**config.mk**
```make
export PLATFORM = sky130hd
export DESIGN_NAME = spike_input_driver
export DESIGN_NICKNAME = d
export VERILOG_FILES = /design/src/rtl/snn_pkg.sv /design/src/rtl/spike_fifo.sv /design/src/rtl/spike_input_driver.sv
export SDC_FILE = /design/constraint.sdc
export NUM_CORES = 1
export LEC_CHECK = 0
export ABC_CLOCK_PERIOD_IN_PS = 4800
export CORE_ASPECT_RATIO = 1.1
export CORE_MARGIN = 5
export CORE_UTILIZATION = 45
export CTS_CLUSTER_DIAMETER = 120
export DETAILED_ROUTE_END_ITERATION = 8
export PLACE_DENSITY = 0.59
export REMOVE_ABC_BUFFERS = 1
export SYNTH_ARGS = -nofsm -noshare
export SYNTH_HDL_FRONTEND = slang
export SYNTH_HIERARCHICAL = 1
export SYNTH_SLANG_ARGS = --single-unit
```
**constraint.sdc**
```tcl
create_clock -name clk -period 4.8 [get_ports clk]
set_input_delay 0.96 -clock clk [delete_from_list [all_inputs] [get_ports clk]]
set_output_delay 0.96 -clock clk [all_outputs]
set_load 0.02 [all_outputs]
```
**src/rtl/snn_pkg.sv**
```systemverilog
// Shared SNN definitions: index-width derivation and the input-driver state encoding.
// Also used by network_controller.
package snn_pkg;

    function automatic int idx_width(input int depth);
        return (depth > 1) ? $clog2(depth) : 1;
    endfunction

    typedef enum logic [1:0] {
        IDLE    = 2'd0,
        WAIT    = 2'd1,
        PRESENT = 2'd2
    } drv_state_t;

endpackage

```
**src/rtl/spike_fifo.sv**
```systemverilog
// Synchronous FIFO with push/pop/count/empty/full. Pushes are refused while full, even if a pop
// happens in the same cycle. DEPTH must be a power of two so the pointers wrap naturally.
module spike_fifo #(
    parameter  int DATA_W = 14,
    parameter  int DEPTH  = 16,
    localparam int PTR_W  = $clog2(DEPTH),
    localparam int CNT_W  = PTR_W + 1
) (
    input  logic              clk,
    input  logic              reset,
    input  logic              push,
    input  logic [DATA_W-1:0] push_data,
    input  logic              pop,
    output logic [DATA_W-1:0] head,
    output logic [CNT_W-1:0]  count,
    output logic              empty,
    output logic              full
);

    logic [DATA_W-1:0] mem_q [DEPTH];
    logic [PTR_W-1:0]  wr_ptr_q, wr_ptr_d;
    logic [PTR_W-1:0]  rd_ptr_q, rd_ptr_d;
    logic [CNT_W-1:0]  count_q, count_d;
    logic              do_push, do_pop;

    assign empty   = (count_q == '0);
    assign full    = (count_q == CNT_W'(DEPTH));
    assign do_push = push && !full;
    assign do_pop  = pop && !empty;
    assign head    = mem_q[rd_ptr_q];
    assign count   = count_q;

    // NOTE: every signal assigned here gets a default first, so no path leaves it unassigned and no latch is inferred.
    always_comb begin
        wr_ptr_d = wr_ptr_q;
        rd_ptr_d = rd_ptr_q;
        count_d  = count_q;
        if (do_push) wr_ptr_d = wr_ptr_q + PTR_W'(1);
        if (do_pop)  rd_ptr_d = rd_ptr_q + PTR_W'(1);
        if (do_push && !do_pop) count_d = count_q + CNT_W'(1);
        if (do_pop && !do_push) count_d = count_q - CNT_W'(1);
    end

    // NOTE: sequential state uses non-blocking assignments so every flop samples pre-edge values.
    always_ff @(posedge clk) begin
        if (reset) begin
            wr_ptr_q <= '0;
            rd_ptr_q <= '0;
            count_q  <= '0;
        end else begin
            wr_ptr_q <= wr_ptr_d;
            rd_ptr_q <= rd_ptr_d;
            count_q  <= count_d;
        end
    end

    // NOTE: storage is deliberately not reset; the pointers and count alone define which entries are valid.
    always_ff @(posedge clk) begin
        if (do_push) mem_q[wr_ptr_q] <= push_data;
    end

endmodule

```
**src/rtl/spike_input_driver.sv**
```systemverilog
// Buffers input-spike events and presents them one at a time to network_processor,
// holding each on input_occurred/input_index until input_ack.
module spike_input_driver
    import snn_pkg::*;
#(
    parameter  int SR_DEPTH    = 16384,
    parameter  int FIFO_DEPTH  = 16,
    parameter  int ACK_TIMEOUT = 1024,
    parameter  int CNT_WIDTH   = 16,
    localparam int IDX_W       = idx_width(SR_DEPTH),
    localparam int FCNT_W      = $clog2(FIFO_DEPTH) + 1,
    localparam int WAIT_W      = $clog2(ACK_TIMEOUT + 1)
) (
    input  logic                 clk,
    input  logic                 reset,
    input  logic                 start,
    input  logic                 ev_valid,
    input  logic [IDX_W-1:0]     ev_index,
    output logic                 ev_ready,
    output logic                 input_occurred,
    output logic [IDX_W-1:0]     input_index,
    input  logic                 input_ack,
    output logic                 fifo_empty,
    output logic [CNT_WIDTH-1:0] sent_count,
    output logic                 timeout_err
);

    localparam logic [WAIT_W-1:0] WAIT_MAX = WAIT_W'(ACK_TIMEOUT);

    drv_state_t           state_q, state_d;
    logic                 armed_q, armed_d;
    logic                 occ_q, occ_d;
    logic [IDX_W-1:0]     index_q, index_d;
    logic [CNT_WIDTH-1:0] sent_q, sent_d;
    logic [WAIT_W-1:0]    wait_q, wait_d;
    logic                 terr_q, terr_d;

    logic                 load;
    logic                 fifo_pop;
    logic [IDX_W-1:0]     fifo_head;
    logic [FCNT_W-1:0]    fifo_count;
    logic                 fifo_full;

    spike_fifo #(
        .DATA_W (IDX_W),
        .DEPTH  (FIFO_DEPTH)
    ) u_fifo (
        .clk       (clk),
        .reset     (reset),
        .push      (ev_valid && !fifo_full),
        .push_data (ev_index),
        .pop       (fifo_pop),
        .head      (fifo_head),
        .count     (fifo_count),
        .empty     (fifo_empty),
        .full      (fifo_full)
    );

    assign ev_ready       = (fifo_count < FCNT_W'(FIFO_DEPTH));
    assign input_occurred = occ_q;
    assign input_index    = index_q;
    assign sent_count     = sent_q;
    assign timeout_err    = terr_q;

    always_comb begin
        state_d  = state_q;
        armed_d  = armed_q;
        occ_d    = occ_q;
        index_d  = index_q;
        sent_d   = sent_q;
        wait_d   = wait_q;
        terr_d   = terr_q;
        load     = 1'b0;
        fifo_pop = 1'b0;

        unique case (state_q)
            IDLE: begin
                if (start && !armed_q) begin
                    armed_d = 1'b1;
                    if (!fifo_empty) load = 1'b1;
                    else             state_d = WAIT;
                end
            end
            WAIT: begin
                if (!fifo_empty) load = 1'b1;
            end
            PRESENT: begin
                if (input_ack) begin
                    sent_d = sent_q + CNT_WIDTH'(1);
                    if (!fifo_empty) begin
                        load = 1'b1;
                    end else begin
                        occ_d   = 1'b0;
                        state_d = WAIT;
                    end
                end else if (wait_q != WAIT_MAX) begin
                    // The counter saturates at the limit; the flag stays sticky until reset.
                    wait_d = wait_q + WAIT_W'(1);
                    if (wait_d == WAIT_MAX) terr_d = 1'b1;
                end
            end
            default: state_d = IDLE;
        endcase

        if (load) begin
            state_d  = PRESENT;
            occ_d    = 1'b1;
            index_d  = fifo_head;
            fifo_pop = 1'b1;
            wait_d   = '0;
        end
    end

    always_ff @(posedge clk) begin
        if (reset) begin
            state_q <= IDLE;
            armed_q <= 1'b0;
            occ_q   <= 1'b0;
            index_q <= '0;
            sent_q  <= '0;
            wait_q  <= '0;
            terr_q  <= 1'b0;
        end else begin
            state_q <= state_d;
            armed_q <= armed_d;
            occ_q   <= occ_d;
            index_q <= index_d;
            sent_q  <= sent_d;
            wait_q  <= wait_d;
            terr_q  <= terr_d;
        end
    end

endmodule

```
==> key figures, run 1 <==
Outcome
  – Run status: completed

Worst setup path
  – Crit-path cells: clkdlybuf4s50_1 > nand3b_1 > a21oi_4 > o21a_1 > ha_1 > xor2_1 > ha_1 > nor4b_1 > a21oi_1 > o32ai_1 > mux2_1
  – CP most frequent cell: ha_1
  – Critical path class: in -> reg
  – Worst R2R Path Depth: 11
  – R2R Path End: u_fifo/count[4]
  – RR Startpoint: u_fifo/count[1]
  – Worst path arrival time: 4.13 ns
  – Startpoint Class: input port
  – Critical Path Sink: u_fifo/count[4]
  – Reg2Reg Setup Slack: 1.10 ns
  – Crit path max fanout: 5
  – Slowest CP cell: clkdlybuf4s50_1
  – Worst setup path startpoint: input_ack
  – CP peak stage delay: 0.55 ns
  – Worst Path Required: 5.23 ns
  – Element type at the critical path end: flop

STA
  – Hold Vio Cnt, Final: 0
  – Fmax: 0.270 GHz
  – Minimum clock period: 3.70 ns
  – Slew @ Worst Pin: 0.971 ns
  – Setup ws final: 1.10 ns
  – RSZ-0062 raised after global routing: no
  – Final period utilization: 0.771
  – Final max-slew violation count: 0
  – Final setup viols: 0
  – Layout Skew: 0.00983 ns
  – Setup TNS: 0 ns
  – Rel. slew slack: 0.352

Clock network
  – Clock sink total: 287
  – Clock buffer depth: 3
  – Cts repair resizes: 0
  – CTS Buf Count: 30
  – CTS tree: yes
  – Clk slew on worst S/H paths: 0.06 ns
  – Worst-Skew Late Latency: 0.55 ns
  – CTS root buffer: clkbuf_16
  – H-tree levels: 1
  – Cts hold-fix bufs: 0
  – Post-CTS Setup Bufs: 0

Finish
  – Synthesis-to-layout area growth: 16.2%
  – Count of antenna diodes in the layout: 0
  – Fill cells: 2008
  – Final Non-Filler Cells: 1068
  – Multi-input gate area: 3280 µm²
  – Nets: 765
  – Most frequent cells in the layout: edfxtp_1 (224), nor2_1 (79), mux4_2 (70), dfxtp_1 (61), clkdlybuf4s50_1 (51)
  – Layout cells sized above 1: 0.197
  – Sequential Area: 8000 µm²
  – Commonest non-fill, non-tap cell in the layout: edfxtp_1

Global route
  – Vias in the first global route: 6367
  – First-pass GRT wire length: 36600 µm
  – Met1 Use GR: 0.232
  – GR Layer Usage met2: 0.278
  – GR Util All Layers: 0.167
  – GR Layer Usage met3: 0.0275
  – Initial antenna violation count: 0
  – GRT Max-Usage Layer: met2
  – Largest net degree at the start of global routing: 57
  – Total gr overflow: 0

Synthesis
  – YS warnings: 6
  – Share of flip-flops with an asynchronous set or reset: 0
  – Post-Syn Area: 11400 µm²
  – EDFF count, synth: 224
  – Fraction of the yosys area taken by sequential cells: 0.698
  – FF+latch count, synth: 287
  – Syn_area_per_cell: 17.2 µm²
  – Synth unique cells: 54
  – Top_reg_cell synth: edfxtp_1
  – Post-Syn Instances: 665

Routing
  – Initial DRT Pass Iterations: 5
  – Vias per Instance: 5.60
  – DRC viols: 0
  – Initial DRC count: 478
  – Vias: 5979
  – Final WL: 23600 µm
  – Wire length per cell: 22.1 µm
  – ANT nets after route: 0

Power and ir drop
  – Internal power: 4630 µW
  – Sw Ratio: 0.254
  – Clock power share: 0.347
  – Flop pwr share: 0.475
  – Pwr dens: 467 nW/µm²
  – P_leak: 0.00427 µW
  – Psw: 1570 µW
  – Logic pwr share: 0.178
  – VDD IR-drop max: 327 µV

Place
  – Pre-CTS setup slack: 0.596 ns
  – Placed insts: 1018
  – Post-DP HPWL: 14600 µm
  – Routability cong.: 0.790
  – Input/output buffers: 52

Hold path
  – Hold crit path type: reg -> reg
  – HP Start: timeout_err
  – WHS Path Cells: 2

Floorplan
  – Initial Util: 0.454
  – Core Area: 25200 µm²
  – Row Count: 61
  – IO Count: 53
  – Die height: 177 µm
  – Die area: 28700 µm²
  – Die width: 162 µm

Job
  – Max_cap viols: 0
==> flip-flops by register name, indices dropped and copies added (netlist names), named ones only <==
| register | cells |
|---|---|
| u_fifo/mem_q | 224 |
| sent_count | 16 |
| input_index | 14 |
| wait_q | 11 |
| u_fifo/count | 5 |
| u_fifo/rd_ptr_q | 4 |
| u_fifo/wr_ptr_q | 4 |
| state_q | 2 |
| armed_q | 1 |
| input_occurred | 1 |
| timeout_err | 1 |
==> worst min-delay path by stage <==
stage	endpoint	slack, ns
global placement	armed_q	0.45
finish	timeout_err	0.48
floorplan	armed_q	0.44
global route	timeout_err	0.51
CTS	timeout_err	0.48
detailed placement	timeout_err	0.47
==> layer usage <==
metal | up-vias | share of wire
met5 | - | 0
met4 | 0 | 0.016
met3 | 24 | 0.051
met2 | 166 | 0.48
met1 | 3076 | 0.45
li1 | 2713 | -
==> per-stage QoR <==
step | utilization | hold slack, ns | total power (µW) | instance area (µm²)
floorplan | - | 0.437 | 3720 | 11300
finish | 0.528 | 0.478 | 6200 | 13300
global route | 0.528 | 0.512 | 6490 | 13300
detailed placement | 0.491 | 0.473 | 4120 | 12400
CTS | 0.528 | 0.481 | 6300 | 13300
global placement | 0.491 | 0.452 | 4090 | 12400
==> worst max-delay path, delay by kind of cell <==
kind / cells / cell delay [ns]
buffers and inverters: 1 / 0.55
adder cells (fa/ha/maj): 2 / 0.52
AND/OR/NAND/NOR: 2 / 0.70
multiplexers: 1 / 0.35
XOR/XNOR: 1 / 0.10
AO/OA/AOI/OAI: 4 / 0.94
==> Yosys cell counts, types with 5 or more instances <==
cell type	count	area, µm²
o21ai_0	5	25.0
edfxtp_1	224	6730
xnor2_1	11	96.3
nand2_1	21	78.8
clkbuf_1	21	78.8
nand4_1	12	75.1
inv_1	10	37.5
buf_2	8	40.0
mux4_2	70	1580
mux2i_1	17	170
nor2_1	79	297
dfxtp_1	63	1260
a21oi_1	13	65.1
ha_1	11	138
nor3_1	7	35.0
nand3_1	8	40.0
xor2_1	22	193
==> layout make-up <==
cell class | count | area share
clock buffer | 41 | 0.0635
inverter | 10 | 0.00282
timing repair buffer | 73 | 0.0507
multi-input combinational | 333 | 0.247
clock inverter | 9 | 0.00518
tap | 315 | 0.0297
sequential | 287 | 0.602
==> power groups by stage <==
stage               Combinational [µW]  Sequential (µW)  Clock (µW)
floorplan                          657             3070           0
global placement                  1100             3000           0
detailed placement                1120             3000           0
CTS                               1120             2950        2220
global route                      1190             2970        2330
finish                            1110             2950        2150
==> kinds of logic after synthesis <==
logic type               after synthesis  share of synthesized area
buffers and inverters                 45                     0.0176
AND/OR/NAND/NOR                      168                     0.0735
XOR/XNOR                              33                     0.0253
adder cells (fa/ha/maj)               11                     0.0120
multiplexers                          89                      0.155
flip-flops                           287                      0.698
AO/OA/AOI/OAI                         32                     0.0186
Power figures use the tool's default switching activity.
==> run 2, diff against run 1 <==
--- a/config.mk
+++ b/config.mk
@@ -5,13 +5,13 @@
 export SDC_FILE = /design/constraint.sdc
 export NUM_CORES = 1
 export LEC_CHECK = 0
-export ABC_CLOCK_PERIOD_IN_PS = 4800
+export ABC_CLOCK_PERIOD_IN_PS = 3000
 export CORE_ASPECT_RATIO = 1.1
 export CORE_MARGIN = 5
 export CORE_UTILIZATION = 45
 export CTS_CLUSTER_DIAMETER = 120
 export DETAILED_ROUTE_END_ITERATION = 8
-export PLACE_DENSITY = 0.59
+export PLACE_DENSITY = 0.62
 export REMOVE_ABC_BUFFERS = 1
 export SYNTH_ARGS = -nofsm -noshare
 export SYNTH_HDL_FRONTEND = slang
==> constraint.sdc (replaced) <==
create_clock -name clk -period 3 [get_ports clk]
set_input_delay 0.6 -clock clk [delete_from_list [all_inputs] [get_ports clk]]
set_output_delay 0.6 -clock clk [all_outputs]
set_load 0.02 [all_outputs]
==> key figures, run 2 (synthesized netlist as in run 1, its figures left out) <==
STA
  – Rel. slew slack: 0.610
  – Final max-slew violation count: 0
  – Fmax: 0.347 GHz
  – Final setup viols: 0
  – Final period utilization: 0.959
  – Slew @ Worst Pin: 0.579 ns
  – Layout Skew: 0.0158 ns
  – Minimum clock period: 2.88 ns
  – Hold Vio Cnt, Final: 0
  – RSZ-0062 raised after global routing: no

Finish
  – Nets: 797
  – Count of antenna diodes in the layout: 0
  – Most frequent cells in the layout: edfxtp_1 (224), nor2_1 (78), mux4_2 (70), dfxtp_1 (61)
  – Synthesis-to-layout area growth: 19.2%
  – Final Cell Area: 13600 µm²
  – Max reg flops: 224
  – Fill cells: 1989
  – Register bank with the most flops: u_fifo/mem_q
  – Post-layout util: 0.541
  – Final Non-Filler Cells: 1105
  – Layout cells sized above 1: 0.246
  – Commonest non-fill, non-tap cell in the layout: edfxtp_1

Routing
  – ANT nets after route: 0
  – Wire length per cell: 21.4 µm
  – Initial DRT Pass Iterations: 4
  – DRC viols: 0
  – Initial DRC count: 501
  – Vias per Instance: 5.58
  – Highest metal used: met4
  – Routed metal-1 wire length: 9730 µm
  – Vias: 6168
  – Final WL: 23600 µm
  – Met3 WL post-DR: 1560 µm
  – Met2 wire len: 11600 µm

Clock network
  – CTS root buffer: clkbuf_16
  – CTS Buf Count: 29
  – CTS tree: yes
  – Cts hold-fix bufs: 0
  – Clk slew on worst S/H paths: 0.06 ns
  – Clock buffer depth: 3
  – Worst-Skew Late Latency: 0.54 ns
  – H-tree levels: 1
  – Clock sink total: 287

Worst setup path
  – Instance count on the critical path: 4
  – Critical path buffer and inverter count: 2
  – Reg2Reg Setup Slack: 0.15 ns
  – R2R Path End: u_fifo/count[4]
  – CP delay by family, top: buffers and inverters
  – Crit path max fanout: 4
  – RR Startpoint: u_fifo/count[0]
  – Critical path class: reg -> out
  – Worst Path Required: 2.40 ns
  – Startpoint Class: flop
  – Worst R2R Path Depth: 11
  – Crit-path cells: or4_4 > nor2_4 > buf_4 > clkdlybuf4s50_1
  – Slowest CP cell: clkdlybuf4s50_1
  – CP peak stage delay: 0.59 ns
  – Worst path arrival time: 2.28 ns
  – Element type at the critical path end: output pin

Floorplan
  – IO Count: 53
  – Die height: 177 µm
  – Die area: 28700 µm²
  – Row Count: 61
  – Initial Util: 0.454
  – Die width: 162 µm
  – Core Area: 25200 µm²

Global route
  – First-pass GRT wire length: 36800 µm
  – Total gr overflow: 0
  – Initial antenna violation count: 0
  – Vias in the first global route: 6385
  – GR Util All Layers: 0.166
  – Largest net degree at the start of global routing: 57

Power and ir drop
  – Pwr dens: 741 nW/µm²
  – P_leak: 0.00446 µW
  – Design Power: 10100 µW
  – VDD IR-drop max: 495 µV

Place
  – Routability cong.: 0.775
  – Post-DP HPWL: 14300 µm
  – Placed insts: 1049
  – Input/output buffers: 52
  – Post-place instance area: 12600 µm²

Hold path
  – HP Start: input_occurred
  – Hold crit path type: reg -> reg
  – WHS Path Cells: 2
  – Hold Path Sink: input_occurred

Outcome
  – Run status: completed

Job
  – Max_cap viols: 0
-- run 2: worst min-delay path, cell delays in order (launching register included) --
cell and delay [ns]:
dfxtp_1 0.31, nand2_1 0.05, a21oi_1 0.05
-- run 2: per-layer routing --
metal | global-route usage | vias to the layer above
li1 | - | 2788
met1 | 0.227 | 3154
met2 | 0.277 | 176
met3 | 0.0284 | 50
met4 | 0.0501 | 0
met5 | 0 | -
-- run 2: per-stage QoR --
stage	TNS (ns)	setup slack (ns)	hold slack [ns]
final	0	0.122	0.470
after global routing	0	0.0255	0.506
after CTS	0	0.0247	0.468
after detailed placement	-0.782	-0.458	0.460
after global placement	-0.436	-0.337	0.455
after floorplan	-12.23	-0.799	0.437
-- run 2: worst max-delay path by stage --
| stage | end | startpoint | slack (ns) |
|---|---|---|---|
| 6_report | fifo_empty | u_fifo/count[0] | 0.12 |
| 5_1_grt | u_fifo/count[4] | u_fifo/count[0] | 0.03 |
| 4_1_cts | u_fifo/count[4] | u_fifo/count[0] | 0.02 |
| 3_5_place_dp | u_fifo/count[4] | start | -0.46 |
| 3_3_place_gp | u_fifo/count[4] | start | -0.34 |
| 2_1_floorplan | input_index[0] | flop | -0.80 |
-- run 2: final cells by class --
| cell class | count | area [µm²] | share of cell area |
|---|---|---|---|
| timing repair buffer | 106 | 958 | 0.0703 |
| clock buffer | 38 | 790 | 0.0579 |
| inverter | 10 | 37.5 | 0.00275 |
| tap | 315 | 394 | 0.0289 |
| multi-input combinational | 333 | 3320 | 0.243 |
| sequential | 287 | 7990 | 0.586 |
| clock inverter | 16 | 141 | 0.0104 |
-- run 2: timing repair --
| item | 4_1_cts | 5_1_grt |
|---|---|---|
| pin swaps | 0 | 4 |
| setup buffers | 0 | 2 |
| setup endpoints to repair | 2 | 2 |
| gates resized for setup | 2 | 7 |
| gates cloned | 0 | 0 |
-- run 2: power breakdown --
| group | switching, µW | internal [µW] | leakage, µW |
|---|---|---|---|
| combinational | 933 | 1050 | 0.00148 |
| clock | 1440 | 2020 | 0.000450 |
| sequential | 164 | 4490 | 0.00254 |
